<file path="config.mk">
export PLATFORM = sky130hd
export DESIGN_NAME = pipe_ctrl
export DESIGN_NICKNAME = d
export VERILOG_FILES = /design/src/rtl/pipe_ctrl_pkg.sv /design/src/rtl/pipe_ctrl_sat_counter.sv /design/src/rtl/pipe_ctrl.sv
export SDC_FILE = /design/constraint.sdc
export NUM_CORES = 1
export LEC_CHECK = 0
export BUFFER_PORTS_ARGS = -buffer_cell sky130_fd_sc_hd__buf_2
export CORE_ASPECT_RATIO = 1.25
export CORE_MARGIN = 5
export CORE_UTILIZATION = 45
export CTS_CLUSTER_SIZE = 16
export DETAILED_ROUTE_END_ITERATION = 10
export PLACE_DENSITY = 0.86
export RECOVER_POWER = 50
export SYNTH_ARGS = -nofsm -noshare
export SYNTH_HDL_FRONTEND = slang
export SYNTH_SLANG_ARGS = --single-unit
export TNS_END_PERCENT = 50
</file>
<file path="constraint.sdc">
create_clock -name clk -period 2.8 [get_ports clk]
set_clock_uncertainty 0.1 [all_clocks]
set_input_delay 0.56 -clock clk [delete_from_list [all_inputs] [get_ports clk]]
set_output_delay 0.56 -clock clk [all_outputs]
set_load 0.005 [all_outputs]
</file>
<file path="src/rtl/pipe_ctrl_pkg.sv">
// pipe_ctrl_pkg: shared pipeline encodings, FSM states and speculation limit
package pipe_ctrl_pkg;
  typedef enum logic {RUN, SPEC} state_t;
  localparam logic [1:0] JC_NONE = 2'b00;
  localparam logic [1:0] JC_BR   = 2'b01;
  localparam logic [1:0] JC_JAL  = 2'b10;
  localparam logic [1:0] JC_JALR = 2'b11;
  localparam logic [1:0] PC_PLUS4 = 2'b00;
  localparam logic [1:0] PC_D     = 2'b01;
  localparam logic [1:0] PC_E     = 2'b10;
  localparam logic [1:0] SPEC_AGE_LIMIT = 2'd2;
endpackage

</file>
<file path="src/rtl/pipe_ctrl_sat_counter.sv">
// sat_counter: event counter that sticks at all-ones
module sat_counter #(
  parameter int width = 16
) (
  input  logic             clk,
  input  logic             reset,
  input  logic             inc,
  output logic [width-1:0] cnt
);
  always_ff @(posedge clk)
    cnt <= reset ? '0 : (inc && !(&cnt)) ? cnt + width'(1) : cnt;
endmodule

</file>
<file path="src/rtl/pipe_ctrl.sv">
// pipe_ctrl: stall/redirect/speculation control for the IF-ID-EX front end
module pipe_ctrl
  import pipe_ctrl_pkg::*;
(
  input  logic        clk,
  input  logic        reset,
  input  logic        stallD,
  input  logic        cannot_predictD,
  input  logic [1:0]  jump_codeD,
  input  logic        pred_takenD,
  input  logic [31:0] pred_targetD,
  input  logic        resolve_validE,
  input  logic        resolve_takenE,
  input  logic [31:0] resolve_targetE,
  output logic        pc_en,
  output logic        ifid_en,
  output logic        ifid_flush,
  output logic        idex_bubble,
  output logic [1:0]  pc_sel,
  output logic [31:0] next_target,
  output logic        spec_tagD,
  output logic [15:0] stall_cnt,
  output logic [15:0] flush_cnt,
  output logic        spec_err
);
  state_t     state;
  logic [1:0] spec_age;
  logic       resolve, e_flush, run_rules, stall, has_jump, go_spec, d_redir, timeout;
  always_comb begin
    resolve   = state == SPEC && resolve_validE;
    e_flush   = !reset && resolve && resolve_takenE;
    // a not-taken resolution releases SPEC and lets D act in the same cycle
    run_rules = !reset && (state == RUN || (resolve && !resolve_takenE));
    stall     = run_rules && stallD;
    has_jump  = jump_codeD != JC_NONE;
    go_spec   = run_rules && !stallD && has_jump && cannot_predictD;
    d_redir   = run_rules && !stallD && has_jump && !cannot_predictD && pred_takenD;
    timeout   = state == SPEC && !resolve_validE && spec_age + 2'd1 == SPEC_AGE_LIMIT;
    pc_en       = !stall;
    ifid_en     = !stall;
    ifid_flush  = e_flush || d_redir;
    idex_bubble = e_flush || stall;
    pc_sel      = e_flush ? PC_E : d_redir ? PC_D : PC_PLUS4;
    next_target = e_flush ? resolve_targetE : d_redir ? pred_targetD : 32'd0;
    spec_tagD   = go_spec;
  end
  always_ff @(posedge clk) begin
    if (reset) begin
      state    <= RUN;
      spec_age <= '0;
      spec_err <= 1'b0;
    end else if (e_flush) begin
      state <= RUN;
    end else if (run_rules) begin
      state    <= go_spec ? SPEC : RUN;
      spec_age <= go_spec ? 2'd0 : spec_age;
    end else if (state == SPEC) begin
      state    <= timeout ? RUN : SPEC;
      spec_age <= timeout ? 2'd0 : spec_age + 2'd1;
      spec_err <= spec_err || timeout;
    end
  end
  sat_counter #(.width(16)) u_stall_cnt (.clk(clk), .reset(reset), .inc(stall), .cnt(stall_cnt));
  sat_counter #(.width(16)) u_flush_cnt (.clk(clk), .reset(reset), .inc(ifid_flush), .cnt(flush_cnt));
endmodule

</file>
* Word level (Yosys, flattened, before mapping)
Index checks and enable logic that the tools add are counted.
** Operators by class
- Mux-type cells :: 12
- Reductions and logical operators :: 34
- Add/sub/neg operators :: 3
- Eq/ne operators :: 2
- Bitwise logic cells :: 3
** Operator list (count)
- $mux 32 :: 2
- $add 16x1->16 const B :: 2
- $reduce_and 16->1 :: 2
- $logic_and 1x1->1 :: 15
- $mux 2 :: 5
- $logic_not 1->1 :: 8
- $reduce_and 3->1 :: 2
- $mux 1 :: 5
- $logic_or 1x1->1 :: 4
- $reduce_bool 2->1 :: 2
- $not 1->1 :: 3
- $add 2x1->2 const B :: 1
- $eq 2x2->1 const B :: 1
- $ne 2x1->1 const B :: 1
- $reduce_or 2->1 :: 1
** Storage, ports and cells
- Output and inout bits :: 72
- Flip-flop bits (word level) :: 36
- Bits of input ports :: 73

* Longest topological paths before layout
Gate-level depths: netlist of the first run.
- Word-level depth :: 10
- Mapped depth :: 7

* Modules after synthesis
A second synthesis of the first run with hierarchy kept.
** Second synthesis, totals
- Cell total of the unflattened synthesis :: 269
- Area, all modules :: 2337.2 µm²
** Modules (own cells, without submodules)
- sat_counter :: area each 833.3 µm², cells each 96, sequential area each 320.3 µm², times used 2
- pipe_ctrl :: area each 670.6 µm², cells each 77, sequential area each 80.1 µm², times used 1

* Worst setup path after synthesis of the first run
OpenSTA, ideal clock, no wires.
- Path kind :: input -> output
- Start point :: input port stallD
- End point :: output port next_target[22]
- Stages :: 5
- Setup slack :: 0.521 ns
- Path buffers :: 1
- Data arrival time :: 1.619 ns
- Data required time :: 2.140 ns
- Path through :: o21ba_2 -> o2111ai_2 -> inv_2 -> clkbuf_1 -> a22o_1
** Between the ends
- Cells in the longest elaborated chain, start to end :: 7
** Ends and longest elaborated chain
- start: declaration :: RTL line pipe_ctrl.sv:7 : input logic stallD,
- $logic_not 1->1 :: RTL line pipe_ctrl.sv:37 : d_redir = run_rules && !stallD && has_jump && !cannot_predictD && pred_takenD;
- $logic_and 1x1->1 (4 in series) :: RTL line pipe_ctrl.sv:37
- $mux 32 (2 in series) :: RTL line pipe_ctrl.sv:44 : next_target = e_flush ? resolve_targetE : d_redir ? pred_targetD : 32'd0;
- end: declaration :: RTL line pipe_ctrl.sv:20 : output logic [31:0] next_target,
Every way passes these cells.

* Final worst setup path of the first run
- Start point :: input port reset
- End point :: output port next_target[4]
** Between the ends
- Cells in the longest elaborated chain, start to end :: 8
- Elaborated cells on any way between the ends :: 10
** Ends and longest elaborated chain
- start: declaration :: RTL line pipe_ctrl.sv:6 : input logic reset,
- $logic_not 1->1 * :: RTL line pipe_ctrl.sv:31, pipe_ctrl.sv:33
- $logic_and 1x1->1 :: RTL line pipe_ctrl.sv:33 : run_rules = !reset && (state == RUN || (resolve && !resolve_takenE));
- $logic_and 1x1->1 (4 in series) :: RTL line pipe_ctrl.sv:37
- $mux 32 :: RTL line pipe_ctrl.sv:44
- $mux 32 * :: RTL line pipe_ctrl.sv:44
Every way passes the cells marked *; elsewhere a longest branch is shown, timed or not.

==> results by group, run 1 <==
Power and ir drop
  – Sequential share of power: 52.2%
  – Logic pwr share: 12.6%
  – Power Dens Cells: 331 nW/µm²
  – Clk pwr share: 35.1%
  – Sw Pwr: 245 µW
  – Static Leak: 0.00141 µW
  – Worst VDD drop: 0.304 mV
  – Internal: 749 µW
  – Switching part of the total power: 24.7%

Yosys
  – Synth Area in Simple Gates: 23.5%
  – Commonest register cell after synthesis: dfxtp_1
  – Largest family of logic cells by synthesized area: compound AO/OA/AOI/OAI gates
  – Synthesized area: 2180 µm²
  – Xor/xnor share of the synthesized area: 6.43%
  – Proportion of synthesized area in mux cells: 2.47%
  – Fraction of registers with async set or reset after synthesis: 0%
  – Cells after synthesis: 261
  – Yosys reg bits: 36
  – Synth Area in Compound Gates: 28.1%
  – Sequential area share after synthesis: 33.1%
  – Synth warnings: 0
  – Syn Area/Cell: 8.35 µm²
  – Net Count, Synth: 337
  – Adder-cell share of the synthesized area: 1.72%
  – Number of flops mapped to enable cells by yosys: 0
  – Post-synthesis cell type count: 46

Final layout
  – Net count, final: 478
  – Post-route cell area: 3000 µm²
  – Util after Layout: 63.5%
  – Layout cells sized above 1: 34.8%
  – Filler cells: 437
  – Area grow syn2layout: 37.9%

Route
  – Vias: 2620
  – Post-route ant nets: 0
  – Vias per Instance: 5.66
  – DR iter-0 viols: 196
  – TritonRoute pass-1 iters: 4
  – Wire per inst: 17.0 µm
  – Routed WL: 7.88 mm
  – DRC viols: 0

Placement
  – Hpwl dp: 6.38 mm
  – Placement-stage cell area: 2970 µm²
  – Port Buffers: 144
  – Placer congestion estimate: 0.915

Timing
  – # setup viols final: 0
  – Final setup TNS: 0 ns
  – Worst slew pin tran: 0.713 ns
  – RSZ-0062 raised after global routing: false
  – Relative slew slack: 52.2%
  – Fin. max-slew vios: 0
  – Final hold viol count: 0
  – Final Cycle Share: 90.9%
  – F_max: 393 MHz
  – Minimum clock period after layout: 2.55 ns

Clocking
  – Postcts setup bufs: 0
  – Worst-path clk slew: 0.07 ns
  – PostCTS Resize Cnt: 0
  – Max Buffers Root-to-Sink: 2
  – TritonCTS Buffers: 5
  – Hold buffer count at cts: 0
  – Clk sinks: 36
  – H-tree Lvls: 2
  – Clock root buffer: clkbuf_8
  – Insertion delay to the later sink of the worst-skew pair: 0.29 ns
  – CTS tree: built

Global route
  – All-layer global routing usage: 23.8%
  – Number of global-route vias before repair: 2411
  – Largest net degree at the start of global routing: 35
  – Gr ovfl total: 0
  – Initial antenna violation count: 3
  – Global-route wire length before repair: 11.8 mm

Critical path
  – R2r setup slk: 0.40 ns
  – CP Cell Sequence: buf_2 > nor2b_1 > nand3_1 > inv_2 > buf_12 > a22o_1 > buf_2
  – Critical path fanouts, max: 32
  – CP Launch Type: primary input
  – Critical-path top delay cell: nand3_1
  – Max stage delay on crit path: 0.28 ns
  – WS Path Type: primary input to output port
  – Data required, critical path: 2.14 ns
  – CP arrival: 1.89 ns
  – Worst Setup End Kind: output port
  – Most used cell, CP: buf_2

Status
  – Run status: complete, no violations

Die
  – Die Span Y: 87.8 µm
  – Num rows: 28
  – Io pins: 145
  – Core ar.: 4730 µm²
  – Die area: 6340 µm²
  – Initial Util: 46.1%
  – Chip Width: 72.2 µm

Job
  – Maximum capacitance violations: 0

Hold path
  – Hold Crit Class: flop to flop
==> per-stage QoR <==
step | hold slack, ns | power, µW | setup slack (ns) | instances
after floorplan | 0.361 | 577 | 0.521 | 261
after global placement | 0.369 | 655 | 0.352 | 455
after detailed placement | 0.373 | 657 | 0.309 | 455
after CTS | 0.388 | 1000 | 0.306 | 462
after global routing | 0.423 | 1050 | 0.120 | 463
final | 0.385 | 994 | 0.254 | 463
==> logic make-up after synthesis <==
family / after synthesis
flops: 36
compound gates: 79
fa+ha+maj: 3
simple gates: 98
buf+inv: 24
xor+xnor: 16
mux: 5
==> Yosys cell counts, types with 2 or more instances <==
master,number,area [µm²]
and4_1,4,35.0
nor2b_1,4,25.0
a22o_1,32,280
inv_1,8,30.0
a21oi_1,11,55.1
nand2_1,15,56.3
a2111oi_1,3,30.0
a211oi_1,4,30.0
nor3_1,4,20.0
nor2_1,27,101
buf_4,3,22.5
mux2_2,3,33.8
o21ai_1,3,15.0
dfxtp_1,36,721
nand3_1,11,55.1
o211ai_1,6,45.0
ha_1,3,37.5
and3_1,7,43.8
nand4_1,7,43.8
xor2_1,10,87.6
xnor2_1,6,52.6
or4_1,3,22.5
inv_2,2,7.51
buf_1,2,7.51
or3_1,5,31.3
clkbuf_1,9,33.8
o21ai_0,6,30.0
and2_1,5,31.3
o31ai_1,4,30.0
mux2i_1,2,20.0
==> critical path: cells and delay by family <==
| family | cells | cell delay, ns |
|---|---|---|
| simple gates | 2 | 0.45 |
| buf+inv | 4 | 0.70 |
| compound gates | 1 | 0.18 |
==> state kept, by name, summed over array words and instances, names as in the netlist <==
signal           count
spec_err             1
u_flush_cnt.cnt     16
state                1
u_stall_cnt.cnt     16
spec_age             2
==> cell type report <==
| cell class | instances | area, µm² | area share [%] |
|---|---|---|---|
| well taps | 60 | 75.1 | 2.50 |
| diodes | 1 | 2.50 | 0.0833 |
| clock inverters | 1 | 5.00 | 0.167 |
| repair buffers | 148 | 748 | 24.9 |
| multi-input cells | 201 | 1340 | 44.7 |
| flip-flops and latches | 36 | 721 | 24.0 |
| clock buffers | 6 | 72.6 | 2.42 |
| inverters | 10 | 37.5 | 1.25 |
==> placed cells by master, fill, tap and decap left out, types with 3 or more instances in the layout <==
master	netlist	layout
o21ai_1	3	3
a211oi_1	4	4
or3_1	5	5
o211ai_1	6	6
inv_1	8	8
or4_1	3	3
a22o_1	32	32
clkbuf_1	9	21
nand4_1	7	7
dfxtp_1	36	36
nor3_1	4	4
ha_1	3	3
a2111oi_0	0	3
buf_2	0	122
nor2_1	27	27
and2_1	5	4
and3_1	7	7
mux2_2	3	3
nand2_1	15	15
and4_1	4	4
clkbuf_8	0	5
o31ai_1	4	4
xor2_1	10	10
o21ai_0	6	6
xnor2_1	6	6
nor2b_1	4	4
nand3_1	11	12
a21oi_1	11	11
==> routing by layer <==
layer | vias to the layer above | GRT usage [%] | routed length (µm)
met1 | 1193 | 24.2 | 2690
met4 | 4 | 8.38 | 176
met3 | 19 | 12.2 | 1090
met5 | - | 0 | 22
met2 | 140 | 41.8 | 3900
li1 | 1264 | - | -
==> worst paths after layout <==
kind | from | endpoint | cells past startpoint
min reg2reg | spec_err | spec_err | 2
max reg2reg | state | u_flush_cnt.cnt[7] | 8
min | spec_err | spec_err | 2
max | reset | next_target[4] | 7
==> power groups by stage <==
stage                     combinational [µW]  sequential, µW  clock, µW
final                                    126             519        349
after global routing                     136             520        393
after CTS                                127             519        356
after detailed placement                 126             531          0
after global placement                   124             531          0
after floorplan                         46.6             530          0
Note: power is estimated with default switching activity, not from simulation.
==> run 2: changes to the inputs <==
==> constraint.sdc (replaced) <==
create_clock -name clk -period 2.8 [get_ports clk]
set_clock_uncertainty 0.1 [all_clocks]
set_input_delay 0.84 -clock clk [delete_from_list [all_inputs] [get_ports clk]]
set_output_delay 0.84 -clock clk [all_outputs]
set_load 0.005 [all_outputs]
==> run 2 against run 1 <==
Sequential power is essentially flat; setup slack lost 0.34 ns; critical path depth is the same; the run now ends with setup timing left; clock power grew 8.6%; count of clock-buffer cells in the layout grew 2; fmax shrank 12%; die area is the same; register-to-register slack gained 0.25 ns; routed wire length grew 3.0%; power grew 4.9%.
==> results by group, run 2 (synthesis gave the netlist of run 1 again) <==
Critical path
  – R2R depth: 9 (+1)
  – CP arrival: 1.94 ns (+0.05 ns)
  – Critical path fanouts, max: 15 (-53%)
  – WS Path Type: primary input to output port
  – Max stage delay on crit path: 0.22 ns (-0.06 ns)
  – CP Launch Type: primary input
  – R2r setup slk: 0.65 ns (+0.25 ns)
  – CP Buf/Inv Count: 4 (unchanged)
  – Data required, critical path: 1.86 ns (-0.28 ns)
  – CP Depth: 7 (unchanged)
  – Worst R2R End: u_flush_cnt.cnt[6]
  – CP Cell Sequence: buf_6 > and2b_1 > o2111ai_4 > inv_4 > clkbuf_16 > a22o_1 > buf_2
  – CP delay by family, top: buffers and inverters
  – Critical-path top delay cell: o2111ai_4
  – FF-to-FF Start: state
  – Worst Setup End Kind: output port

Die
  – Io pins: 145 (unchanged)
  – Core ar.: 4730 µm² (unchanged)
  – Initial Util: 46.1% (unchanged)
  – Num rows: 28 (unchanged)
  – Die area: 6340 µm² (unchanged)
  – Die Span Y: 87.8 µm (unchanged)
  – Chip Width: 72.2 µm (unchanged)

Job
  – Maximum capacitance violations: 0 (unchanged)

Clocking
  – CTS tree: built
  – Clock root buffer: clkbuf_8
  – Worst-path clk slew: 0.07 ns (about the same)
  – Insertion delay to the later sink of the worst-skew pair: 0.29 ns (about the same)
  – TritonCTS Buffers: 5 (unchanged)
  – Clk sinks: 36 (unchanged)
  – H-tree Lvls: 2 (unchanged)
  – Hold buffer count at cts: 0 (unchanged)
  – Max Buffers Root-to-Sink: 2 (unchanged)

Timing
  – # setup viols final: 31 (+31)
  – Relative slew slack: 24.3% (-28 points)
  – Setup ws final: -0.0845 ns (-0.338 ns)
  – Fin. max-slew vios: 0 (unchanged)
  – Final hold viol count: 0 (unchanged)
  – Minimum clock period after layout: 2.88 ns (+0.338 ns)
  – F_max: 347 MHz (-12%)
  – Final Cycle Share: 103% (+12 points)
  – Post-Route Hold Slack: 0.373 ns (-0.0124 ns)
  – Worst slew pin tran: 1.14 ns (+0.423 ns)
  – RSZ-0062 raised after global routing: true

Route
  – Vias: 2699 (+3.0%)
  – TritonRoute pass-1 iters: 4 (unchanged)
  – DR iter-0 viols: 111 (-43%)
  – Vias per Instance: 5.61 (-0.84%)
  – DRC viols: 0 (unchanged)
  – Post-route ant nets: 0 (unchanged)
  – Routed WL: 8.11 mm (+3.0%)
  – Wire per inst: 16.9 µm (-0.82%)

Placement
  – Placer congestion estimate: 0.943 (+3.0%)
  – Placement-stage cell area: 3070 µm² (+3.5%)
  – Hpwl dp: 6.35 mm (-0.48%)
  – Port Buffers: 144 (unchanged)
  – Pre-CTS WS: -0.0587 ns (-0.368 ns)

Final layout
  – Regs by FF count: u_flush_cnt.cnt (16), u_stall_cnt.cnt (16), spec_age (2)
  – Most common cell after layout, fill and taps aside: buf_2
  – Util after Layout: 68.1% (+4.6 points)
  – Area grow syn2layout: 47.8%
  – Layout cells sized above 1: 36.4% (+1.6 points)
  – Most frequent cells in the layout: buf_2, dfxtp_1, a22o_1, clkbuf_1, nor2_1
  – Post-route cell area: 3220 µm² (+7.3%)
  – Net count, final: 495 (+3.6%)

Global route
  – Gr ovfl total: 0 (unchanged)
  – Initial antenna violation count: 2 (-1)
  – All-layer global routing usage: 23.9% (+0.077 points)
  – Number of global-route vias before repair: 2566 (+6.4%)
  – Global-route wire length before repair: 12.0 mm (+1.8%)
  – Largest net degree at the start of global routing: 31 (-11%)

Power and ir drop
  – Power Dens Cells: 324 nW/µm² (-2.2%)
  – Static Leak: 0.00148 µW (+5.0%)
  – Worst VDD drop: 0.428 mV (+41%)

Hold path
  – Hold path endpoint: spec_err
  – HP Start: spec_err
  – Hold Crit Class: flop to flop
  – Hold Crit Depth: 2 (unchanged)

Status
  – Failing checks: setup timing
  – Run status: finished with violations
==> run 2: cell type report <==
type	count	area, µm²
fill	409	1510
clock buffer	8	90.1
multi-input combinational	201	1380
timing repair buffer	165	911
tap	60	75.1
antenna	1	2.50
inverter	10	40.0
sequential	36	721
==> run 2: how the worst max path moves through the flow <==
stage                        start         endpoint  slack, ns
floorplan                   stallD  next_target[10]      -0.02
global placement            stallD   next_target[8]      -0.04
detailed placement          stallD   next_target[8]      -0.06
CTS                         stallD   next_target[8]      -0.04
global route        resolve_validE   next_target[1]      -0.14
finish              resolve_validE   next_target[1]      -0.08
==> run 2: routing by layer <==
metal,GRT usage [%],routed length (µm),up-vias
met5,0,21,-
met4,9.23,194,4
met3,12.4,1090,22
met2,42.0,4000,137
met1,23.7,2810,1229
li1,-,-,1307
==> run 2: report_power, final <==
group	leakage, µW	internal [µW]	switching, µW
Combinational	0.00114	79.7	65.0
Clock	0.0000455	201	179
Sequential	0.000290	515	3.92
Total	0.00148	796	248
==> run 2: through the flow <==
| stage | setup TNS, ns | total power, µW | std cells |
|---|---|---|---|
| 2_1_floorplan | -0.318 | 577 | 261 |
| 3_3_place_gp | -0.534 | 662 | 469 |
| 3_5_place_dp | -0.970 | 665 | 469 |
| 4_1_cts | -0.400 | 1050 | 477 |
| 5_1_grt | -2.93 | 1090 | 480 |
| 6_report | -1.43 | 1040 | 481 |
==> run 2: tightest hold or removal path, cell delays in order, from the launching register on <==
cell and delay, ns:
dfxtp_1 0.32, a31oi_1 0.04, nor2_1 0.07
==> run 2: what timing repair did <==
action / CTS / global route
resized for setup: 3 / 4
endpoints found under the setup margin: 31 / 31
cloned: 0 / 2
buffers inserted: 0 / 1
==> run 3: changes to the inputs <==
--- a/config.mk
+++ b/config.mk
@@ -11,6 +11,7 @@
 export CORE_UTILIZATION = 45
 export CTS_CLUSTER_SIZE = 16
 export DETAILED_ROUTE_END_ITERATION = 10
+export MAX_ROUTING_LAYER = met4
 export PLACE_DENSITY = 0.86
 export RECOVER_POWER = 50
 export SYNTH_ARGS = -nofsm -noshare
==> run 3 against run 2 <==
The flow still finishes with violations (setup timing); global-route usage up 1.8 points; final area up 1.4%; power up 2.8%; combinational power up 3%; largest cell class unchanged; non-clock buffer count up 3; sequential share of layout area down 0.32 points; core utilization up 0.98 points; critical path depth unchanged; clock power up 6.3%; count of clock-buffer cells in the layout down 1; flip-flop and latch count unchanged; worst hold slack worse by 0.011 ns; largest power group unchanged.
==> results by group, run 3 (synthesis gave the netlist of run 1 again) <==
Status
  – Run status: finished with violations
  – Failing checks: setup timing

Global route
  – Initial antenna violation count: 5 (+3)
  – Global-route wire length before repair: 12.3 mm (+2.4%)
  – All-layer global routing usage: 25.7% (+1.8 points)
  – Number of global-route vias before repair: 2561 (-0.19%)
  – Gr ovfl total: 0 (unchanged)
  – Largest net degree at the start of global routing: 31 (unchanged)

Route
  – Wire per inst: 17.4 µm (+3.1%)
  – TritonRoute pass-1 iters: 4 (unchanged)
  – Vias per Instance: 5.57 (-0.67%)
  – DRC viols: 0 (unchanged)
  – Metal2 WL: 4.30 mm (+7.6%)
  – DR iter-0 viols: 116 (+4.5%)
  – WL met1: 2.90 mm (+3.2%)
  – Post-route ant nets: 0 (unchanged)
  – DR top layer: met4
  – DR WL met3: 1.10 mm (+1.2%)
  – Vias: 2720 (+0.78%)
  – Routed WL: 8.49 mm (+4.6%)

Final layout
  – Net count, final: 498 (+0.61%)
  – Post-route cell area: 3270 µm² (+1.4%)
  – Finished Layout Cells: 488 (+1.5%)
  – Layout cells sized above 1: 38.2% (+1.7 points)
  – Regs by FF count: u_flush_cnt.cnt (16), u_stall_cnt.cnt (16), spec_age (2)
  – Most frequent cells in the layout: buf_2, dfxtp_1, a22o_1
  – Area grow syn2layout: 50.0%
  – Most common cell after layout, fill and taps aside: buf_2
  – Filler cells: 394 (-3.7%)

Critical path
  – CP Cell Sequence: buf_6 > and2b_2 > o2111ai_4 > inv_4 > clkbuf_16 > a22o_1 > buf_2
  – CP Depth: 7 (unchanged)
  – Data required, critical path: 1.86 ns (about the same)
  – WS Path Type: primary input to output port
  – Critical-path top delay cell: and2b_2
  – Critical path fanouts, max: 15 (unchanged)
  – CP Launch Type: primary input
  – R2R depth: 9 (unchanged)
  – CP Buf/Inv Count: 4 (unchanged)
  – CP delay by family, top: buffers and inverters
  – Worst Setup End Kind: output port
  – Max stage delay on crit path: 0.24 ns (+0.02 ns)
  – CP arrival: 1.97 ns (+0.03 ns)

Clocking
  – H-tree Lvls: 2 (unchanged)
  – Max Buffers Root-to-Sink: 2 (unchanged)
  – Insertion delay to the later sink of the worst-skew pair: 0.29 ns (about the same)
  – Worst-path clk slew: 0.07 ns (about the same)
  – Hold buffer count at cts: 0 (unchanged)
  – Clock root buffer: clkbuf_8
  – CTS tree: built
  – TritonCTS Buffers: 5 (unchanged)
  – Clk sinks: 36 (unchanged)

Timing
  – Fin. max-slew vios: 0 (unchanged)
  – Worst slew pin tran: 0.509 ns (-0.627 ns)
  – Minimum clock period after layout: 2.91 ns (+0.0295 ns)
  – RSZ-0062 raised after global routing: true
  – F_max: 343 MHz (-1.0%)
  – Relative slew slack: 65.7% (+41 points)
  – Final hold viol count: 0 (unchanged)
  – # setup viols final: 33 (+6.5%)
  – Setup ws final: -0.114 ns (-0.0295 ns)
  – Final Cycle Share: 104% (+1.1 points)
  – Final setup TNS: -2.97 ns (-1.55 ns)

Placement
  – Placer congestion estimate: 0.953 (+1.1%)
  – Port Buffers: 144 (unchanged)
  – Pre-CTS WS: -0.0650 ns (-0.00626 ns)
  – Placement-stage cell area: 3070 µm² (unchanged)
  – Hpwl dp: 6.34 mm (-0.20%)
  – Cell Count Post-Placement: 469 (unchanged)

Die
  – Io pins: 145 (unchanged)
  – Chip Width: 72.2 µm (unchanged)
  – Die area: 6340 µm² (unchanged)
  – Die Span Y: 87.8 µm (unchanged)
  – Core ar.: 4730 µm² (unchanged)
  – Num rows: 28 (unchanged)
  – Initial Util: 46.1% (unchanged)

Hold path
  – Hold Crit Depth: 2 (unchanged)
  – Hold Crit Class: flop to flop

Job
  – Maximum capacitance violations: 0 (unchanged)

Power and ir drop
  – Overall Power: 1070 µW (+2.8%)
  – Static Leak: 0.00151 µW (+2.1%)
  – Power Dens Cells: 328 nW/µm² (+1.3%)
  – Worst VDD drop: 0.381 mV (-11%)
run 3: cell types whose count changed in the layout (fill, tap and decap cells not counted), sizes merged:
cell / delta
buf: +6
clkbuf: -4
diode: +5
run 3: per-stage QoR:
step / utilization (%) / hold WS (ns)
final: 69.1 / 0.362
after global routing: 69.0 / 0.392
after CTS: 67.5 / 0.368
after detailed placement: 64.9 / 0.352
after global placement: 64.9 / 0.348
after floorplan: - / 0.361
run 3: path summary, 6_finish.rpt:
kind             startpoint            endpoint  slack, ns
max          resolve_takenE     next_target[11]      -0.11
max reg2reg           state  u_flush_cnt.cnt[5]       0.49
min reg2reg        spec_err            spec_err       0.36
min                spec_err            spec_err       0.36
run 3: per-layer routing:
metal / vias to the layer above / track usage, %
li1: 1316 / -
met1: 1240 / 25.0
met2: 146 / 44.3
met3: 18 / 12.3
met4: 0 / 9.06
met5: - / -
run 3: report_power, final:
| group | switching, µW | internal [µW] |
|---|---|---|
| Clock | 184 | 219 |
| Combinational | 67.5 | 82.3 |
| Sequential | 4.20 | 515 |
| Total | 256 | 817 |
run 3: area by class of cell:
cell class / count / area [µm²] / share of cell area, %
sequential: 36 / 721 / 22.1
timing repair buffer: 168 / 937 / 28.7
inverter: 10 / 40.0 / 1.23
antenna: 6 / 15.0 / 0.460
clock buffer: 7 / 96.3 / 2.95
tap: 60 / 75.1 / 2.30
multi-input combinational: 201 / 1380 / 42.3
run 3: worst min-delay path, stage by stage, from the launching register on:
cell and delay, ns:
dfxtp_1 0.32, a31oi_1 0.04, nor2_1 0.07
run 3: what timing repair did:
action,CTS,global route
gates cloned,0,2
resized for setup,3,5
setup buffers,1,3
endpoints found under the setup margin,31,32
pin swaps,0,1
